[src/rtl/rk_tape_player.sv]
// rk_tape_player: replays an RK tape image from SDRAM as a Manchester-coded cassette signal.
// Define RK_TAPE_TRAILER_EN to append two 0x00 bytes after the image before completion.
module rk_tape_player #(
    parameter int unsigned HALF_TICKS     = 640,
    parameter int unsigned PREAMBLE_BYTES = 256,
    parameter logic [7:0]  SYNC_BYTE      = 8'hE6
) (
    input  logic        clk_sys,
    input  logic        reset,
    input  logic        ce,
    input  logic        start,
    input  logic        stop,
    input  logic [24:0] base_addr,
    input  logic [24:0] file_size,
    output logic        rd_req,
    output logic [24:0] rd_addr,
    input  logic [7:0]  rd_data,
    input  logic        rd_ack,
    output logic        tape_out,
    output logic        busy,
    output logic        done
);
    localparam int unsigned   TW        = (HALF_TICKS > 1) ? $clog2(HALF_TICKS) : 1;
    localparam logic [TW-1:0] TICK_LAST = TW'(HALF_TICKS - 1);
    localparam logic [24:0]   PRE_LAST  = 25'(PREAMBLE_BYTES - 1);

`ifdef RK_TAPE_TRAILER_EN
    typedef enum logic [2:0] {IDLE, PREAMBLE, SYNC, DATA, TRAIL, FINISH} state_t;
`else
    typedef enum logic [2:0] {IDLE, PREAMBLE, SYNC, DATA, FINISH} state_t;
`endif

    state_t        state_q, state_d;
    logic [24:0]   size_q, index_q, byte_cnt_q;
    logic [TW-1:0] tick_q;
    logic          half_q;
    logic [2:0]    bit_q;
    logic [7:0]    shreg_q, nbuf_q;
    logic          nbuf_valid_q;
    logic          tape_q;

    logic          half_end, byte_end, have_more, ack_take;
    logic          stall, load, take_nbuf;
    logic [7:0]    load_val;

    assign have_more = (index_q != size_q);
    assign busy      = (state_q != IDLE) && (state_q != FINISH);
    assign done      = (state_q == FINISH);
    assign rd_req    = busy && !nbuf_valid_q && have_more;
    assign rd_addr   = base_addr + index_q;
    assign tape_out  = tape_q;
    assign ack_take  = rd_req && rd_ack;
    assign half_end  = ce && (tick_q == TICK_LAST);
    assign byte_end  = half_end && half_q && (bit_q == 3'd7);

    always_ff @(posedge clk_sys) begin
        if (reset) state_q <= IDLE;
        else       state_q <= state_d;
    end

    always_comb begin
        state_d   = state_q;
        load      = 1'b0;
        load_val  = '0;
        take_nbuf = 1'b0;
        stall     = 1'b0;
        case (state_q)
            IDLE: if (start) state_d = PREAMBLE;
            PREAMBLE: if (byte_end) begin
                load = 1'b1;
                if (byte_cnt_q == PRE_LAST) begin
                    load_val = SYNC_BYTE;
                    state_d  = SYNC;
                end
            end
            // SYNC and DATA share the next-byte decision: buffered byte, fetch stall, or end of image
            SYNC, DATA: if (byte_end) begin
                if (nbuf_valid_q) begin
                    load      = 1'b1;
                    take_nbuf = 1'b1;
                    load_val  = nbuf_q;
                    state_d   = DATA;
                end else if (have_more) begin
                    stall = 1'b1;
                end else begin
`ifdef RK_TAPE_TRAILER_EN
                    load    = 1'b1;
                    state_d = TRAIL;
`else
                    state_d = FINISH;
`endif
                end
            end
`ifdef RK_TAPE_TRAILER_EN
            TRAIL: if (byte_end) begin
                if (byte_cnt_q == 25'd1) state_d = FINISH;
                else                     load    = 1'b1;
            end
`endif
            FINISH:  state_d = IDLE;
            default: state_d = IDLE;
        endcase
        if (stop) begin
            state_d   = IDLE;
            load      = 1'b0;
            take_nbuf = 1'b0;
            stall     = 1'b0;
        end
    end

    always_ff @(posedge clk_sys) begin
        if (reset || stop) begin
            size_q       <= '0;
            index_q      <= '0;
            byte_cnt_q   <= '0;
            tick_q       <= '0;
            half_q       <= 1'b0;
            bit_q        <= '0;
            shreg_q      <= '0;
            nbuf_q       <= '0;
            nbuf_valid_q <= 1'b0;
            tape_q       <= 1'b0;
        end else if (state_q == IDLE) begin
            if (start) begin
                size_q       <= file_size;
                index_q      <= '0;
                byte_cnt_q   <= '0;
                tick_q       <= '0;
                half_q       <= 1'b0;
                bit_q        <= '0;
                shreg_q      <= '0;
                nbuf_valid_q <= 1'b0;
                tape_q       <= 1'b1;
            end
        end else if (state_q == FINISH) begin
            tape_q <= 1'b0;
        end else begin
            if (ack_take) begin
                nbuf_q       <= rd_data;
                nbuf_valid_q <= 1'b1;
                index_q      <= index_q + 25'd1;
            end
            // a stall freezes the whole bit timer on the final half-cell edge
            if (ce && !stall) begin
                if (!half_end) begin
                    tick_q <= tick_q + TW'(1);
                end else begin
                    tick_q <= '0;
                    if (!half_q) begin
                        half_q <= 1'b1;
                        tape_q <= shreg_q[7];
                    end else begin
                        half_q <= 1'b0;
                        bit_q  <= bit_q + 3'd1;
                        if (bit_q != 3'd7) begin
                            shreg_q <= {shreg_q[6:0], 1'b0};
                            tape_q  <= ~shreg_q[6];
                        end else begin
                            if (state_d != state_q) byte_cnt_q <= '0;
                            else                    byte_cnt_q <= byte_cnt_q + 25'd1;
                            if (take_nbuf) nbuf_valid_q <= 1'b0;
                            if (load) begin
                                shreg_q <= load_val;
                                tape_q  <= ~load_val[7];
                            end else begin
                                tape_q <= 1'b0;
                            end
                        end
                    end
                end
            end
        end
    end
endmodule

[config.mk]
export PLATFORM = sky130hd
export DESIGN_NAME = rk_tape_player
export DESIGN_NICKNAME = d
export VERILOG_FILES = /design/src/rtl/rk_tape_player.sv
export SDC_FILE = /design/constraint.sdc
export NUM_CORES = 1
export LEC_CHECK = 0
export CORE_MARGIN = 8
export CORE_UTILIZATION = 44
export CTS_CLUSTER_DIAMETER = 150
export CTS_CLUSTER_SIZE = 28
export DETAILED_ROUTE_END_ITERATION = 10
export PLACE_DENSITY = 0.63
export SETUP_SLACK_MARGIN = 0.02
export SYNTH_ARGS = -nofsm -noshare
export SYNTH_HDL_FRONTEND = slang
export SYNTH_SLANG_ARGS = --single-unit
export TNS_END_PERCENT = 30
[constraint.sdc]
create_clock -name clk_sys -period 9.3 [get_ports clk_sys]
set_input_delay 1.86 -clock clk_sys [delete_from_list [all_inputs] [get_ports clk_sys]]
set_output_delay 1.86 -clock clk_sys [all_outputs]
set_load 0.005 [all_outputs]
Word-level counts from Yosys, hierarchy flattened
Cells that the tools add are included.
{ "op_classes": {"n_bitwise": 4, "div": 0, "n_mux": 77, "shifts": 0, "magnitude_cmp": 0, "n_mul": 0, "reduce_logical": 31, "eq_ne": 14, "n_addsub": 5} }
{ "ops": {"columns": ["op", "n"], "rows": [
  ["$mux 25", 11],
  ["$mux 8", 12],
  ["$add 25x1->25 const B", 2],
  ["$mux 10", 5],
  ["$mux 3", 13],
  ["$mux 1", 33],
  ["$add 25x25->25", 1],
  ["$eq 25x8->1 const B", 1],
  ["$ne 25x25->1", 1],
  ["$pmux 8 s2", 1],
  ["$reduce_and 3->1", 4],
  ["$reduce_and 6->1", 2],
  ["$reduce_bool 3->1", 4],
  ["$add 10x1->10 const B", 1],
  ["$eq 10x10->1 const B", 1],
  ["$pmux 3 s3", 1],
  ["$logic_and 1x1->1", 8],
  ["$reduce_bool 2->1", 4],
  ["$eq 3x2->1 const B", 2],
  ["$eq 3x3->1 const B", 2],
  ["$ne 3x3->1 const B", 2],
  ["$reduce_and 5->1", 1],
  ["$ne 2x2->1 const B", 2],
  ["$not 1->1", 4],
  ["other kinds (11)", 13]
]} }
{ "word_totals": {"in_bits": 64, "out_inout_bits": 29, "ramBits": 0, "word_cells": 142, "romBits": 0, "latchBits": 0, "reg_bits": 110, "mem_count": 0} }

Longest topological paths before layout
{ "depth": {"depth_word": 15, "depth_mapped": 10} }

Worst setup path before layout
OpenSTA, ideal clock, no wires.
{ "synth_timing": {"path_type": "input-to-output", "startpoint": "input base_addr[1]", "endpoint": "output rd_addr[23]", "slack_ns": 3.601, "n_path_buf": 0, "t_arrival_ns": 3.839, "t_required_ns": 7.440, "stages": 8, "cell_sequence": "ha_1 -> a211oi_1 -> o21ai_0 -> a31oi_1 -> o21ai_0 -> a221o_1 -> a2111o_1 -> o311ai_0"} }
{ "synth_between": {"elab_chain_cells": 1} }
{ "synth_lines": {"columns": ["item", "line_no", "text"], "rows": [
  ["from (decl)", "13", "input logic [24:0] base_addr,"],
  ["$add 25x25->25", "50", "assign rd_addr = base_addr + index_q;"],
  ["to (decl)", "16", "output logic [24:0] rd_addr,"]
]} }
No other way between the ends.

Worst setup path after layout
Ends and elaborated chain as after synthesis.

==> reports/qor.json <==
{
  "routing": {
    "drtIter0Drc": 400,
    "avgViaCountPerCell": 5.50,
    "detailroute.via_count": 6396,
    "antenna_left": 0,
    "firstDrtPassIters": 5,
    "drcViolationCount": 0,
    "wl_um": 17700,
    "detailed_route_wire_length_per_cell_um": 15.2
  },
  "timing": {
    "fin_setup_tns_ns": 0,
    "worst_pin_slew_ns": 1.12,
    "fin_worst_skew_ns": 0.0106,
    "finalWorstSetupSlack_ns": 2.23,
    "drv_slew": 0,
    "hold_viol": 0,
    "max-slew-margin-rel": 0.253,
    "setup_viol": 0,
    "rsz_0062_raised_after_global_routing": "no",
    "finalCriticalPeriod_ns": 7.07,
    "finalCritPeriodShare": 0.760,
    "final.hold.worst_slack_ns": 0.454,
    "maxClockFrequency_ghz": 0.141
  },
  "critical_path": {
    "cp_num_cells": 10,
    "ff2ff_setup_slack_ns": 5.90,
    "timing.critical_path.slowest_cell_delay_ns": 0.57,
    "startpoint_type": "primary input",
    "capture_point_of_the_worst_reg_to_reg_path": "byte_cnt_q[7]",
    "worst_r2r_startpoint": "bit_q[0]",
    "cp_data_arrival_time_ns": 5.21,
    "start_point_of_the_critical_path": "base_addr[1]",
    "worstPathCellList": "clkdlybuf4s50_1 > ha_1 > a211oi_1 > o21ai_0 > a31oi_1 > o21ai_0 > a221o_1 > a2111o_1 > o311ai_0 > clkdlybuf4s50_1",
    "worstPathRequired_ns": 7.44,
    "critical_path.endpoint": "rd_addr[23]",
    "worst_path_dominant_cell_family": "compound AO/OA/AOI/OAI gates",
    "crit_path_max_fanout": 5,
    "critical-path-slowest-cell": "clkdlybuf4s50_1",
    "worst_setup_path_end_kind": "primary output",
    "cp_num_buf_inv": 2,
    "timing_worst_setup_path_type": "in2out",
    "depth_of_the_most_critical_reg_to_reg_path": 8
  },
  "grt": {
    "grt_start_max_net_pins": 50,
    "number_of_global_route_vias_before_repair": 6043,
    "antenna_found_initial": 0,
    "grt_overflow_total": 0,
    "gr-usage-met2": 0.312,
    "grt_busiest_layer": "met2",
    "grt_util_all_layers": 0.176,
    "met3_usage": 0.0213,
    "met1_usage": 0.220,
    "global_route_wire_length_before_repair_um": 29300
  },
  "clock_network": {
    "clock_sinks": 110,
    "ctsLongestPathBuffers": 2,
    "ctsHoldBuffers": 0,
    "clockRootBuffer": "clkbuf_16",
    "worst_setup_hold_path_clk_slew_ns": 0.07,
    "cts_setup_buffers": 0,
    "h-tree-depth": 3,
    "clock_latency_ns": 0.35,
    "tritoncts": "built",
    "cts_resized": 0,
    "cts_buffer_count": 9
  },
  "run_status": {
    "outcome": "completed"
  },
  "layout": {
    "insertedDiodeCount": 0,
    "nFillCells": 1481,
    "seqCellArea_um2": 2200,
    "ratio_of_cells_with_drive_above_1_in_the_final_layout": 0.0431,
    "num-nets-final": 1040,
    "areaGrowthSynthToFinish_pct": 20.1,
    "multi_input_comb_area_um2": 4440,
    "layout.cell_area.non_filler_um2": 8270
  },
  "synthesis": {
    "synth_top_flop_cell": "dfxtp_1",
    "portion_of_the_post_synthesis_area_used_by_sequential_elements": 0.320,
    "postSynthNetCount": 965,
    "synth_area_per_cell_um2": 7.91,
    "number_of_warnings_printed_during_yosys_synthesis": 0,
    "synth_edf_count": 0,
    "yosys.cell_types.count": 64,
    "synthesis.instances": 871,
    "mappedNetlistArea_um2": 6890,
    "ys_async_sr_fraction": 0,
    "yosys_register_bits": 110
  },
  "floorplan": {
    "floorplan.initialDensity": 0.451,
    "io-pin-count": 93,
    "floorplan.die_area_um2": 19900,
    "placeableCoreArea_um2": 15300,
    "dieWidth_um": 141,
    "core.rowCount": 45,
    "die-height_um": 141
  },
  "placed_design": {
    "placed_cell_area_um2": 7980,
    "port_buffers": 92,
    "place_congestion": 0.854,
    "pre_cts_slack_ns": 2.23,
    "post-dp-hpwl_um": 13200
  },
  "power_and_ir_drop": {
    "part_of_the_power_in_combinational_logic": 0.122,
    "design_power_total_mw": 0.982,
    "swShare": 0.244,
    "internal_power_summed_over_all_cells_mw": 0.743,
    "leakagePower_nw": 3.10,
    "p_per_area_nw_per_um2": 119,
    "vdd_ir_drop_max_mv": 0.117,
    "power.clock.fraction": 0.391,
    "sequential_fraction_of_design_power": 0.487,
    "power.net_switching_mw": 0.239
  },
  "worst_hold_path": {
    "worst_hold_class": "reg2reg",
    "worst_hold_path.num_cells": 2
  },
  "flow_run": {
    "max_cap_viol_count": 0
  }
}
-- how the worst min path moves through the flow --
stage | from | end | slack (ns)
finish | shreg_q[6] | shreg_q[6] | 0.45
detailed placement | shreg_q[1] | shreg_q[1] | 0.45
CTS | shreg_q[1] | shreg_q[1] | 0.46
global placement | shreg_q[4] | shreg_q[4] | 0.44
global route | shreg_q[4] | shreg_q[4] | 0.48
floorplan | shreg_q[1] | shreg_q[1] | 0.43
-- through the flow --
step,instances,util
2_1_floorplan,871,-
6_report,1162,0.542
4_1_cts,1162,0.542
5_1_grt,1162,0.542
3_5_place_dp,1146,0.523
3_3_place_gp,1146,0.523
-- cells in the mapped netlist, types with 21 or more instances --
cell	n	area [µm²]
xnor2_1	33	289
xor2_1	36	315
clkbuf_1	22	82.6
dfxtp_1	110	2200
nor2_1	68	255
nand3_1	33	165
mux2i_1	21	210
ha_1	29	363
o21ai_0	23	115
a21oi_1	86	430
nand2_1	133	499
inv_1	31	116
-- cells in the final DEF (no fill, tap or decap), types with 13 or more instances in the layout --
master and count:
nand2_1 133, dfxtp_1 110, clkdlybuf4s50_1 92, a21oi_1 86
nor2_1 67, xor2_1 36, nand3_1 33, xnor2_1 33
inv_1 31, ha_1 29, o21ai_0 23, mux2i_1 21
nand4_1 20, nor3_1 18, or4_1 17, nor4_1 14
o31ai_1 14, and3_1 13, or3_1 13
-- routing by layer --
layer / vias to the layer above / part of all wire
met1: 2967 / 0.46
met5: - / 0
met4: 0 / 0.010
met3: 11 / 0.041
met2: 104 / 0.49
li1: 3314 / -
-- final cells by class --
type | instances | area share
flip-flops and latches | 110 | 0.266
repair buffers | 97 | 0.116
inverters | 32 | 0.0145
clock inverters | 5 | 0.00711
clock buffers | 11 | 0.0281
well taps | 211 | 0.0319
multi-input cells | 696 | 0.536
-- registers in the layout, summed over array words and instances (netlist names) --
| name | cells |
|---|---|
| byte_cnt_q | 25 |
| index_q | 25 |
| size_q | 25 |
| tick_q | 10 |
| nbuf_q | 8 |
| shreg_q | 8 |
| bit_q | 3 |
| state_q | 3 |
| half_q | 1 |
| nbuf_valid_q | 1 |
| tape_out | 1 |
-- cell families after synthesis --
family                     synth area share
adders and majority gates            0.0556
buffers and inverters                0.0372
muxes                                0.0322
DFF                                   0.320
AOI/OAI and AO/OA                     0.186
xor gates and xnor gates             0.0877
and+or+nand+nor                       0.281
-- power groups by stage --
stage / clock [mW] / sequential, mW / combinational (mW)
6_report: 0.384 / 0.478 / 0.120
2_1_floorplan: 0 / 0.489 / 0.0627
3_5_place_dp: 0 / 0.490 / 0.121
5_1_grt: 0.411 / 0.479 / 0.131
3_3_place_gp: 0 / 0.489 / 0.121
4_1_cts: 0.392 / 0.478 / 0.121
-- worst reg2reg max path: stages (launching register included) --
cell and delay (ns):
dfxtp_1 0.35, ha_1 0.16, ha_1 0.37, nand2_1 0.30, nor3_4 0.47, o2111ai_4 0.30
a41oi_2 0.99, or4_1 0.23, a21oi_1 0.06
(Power assumes the default switching activity.)
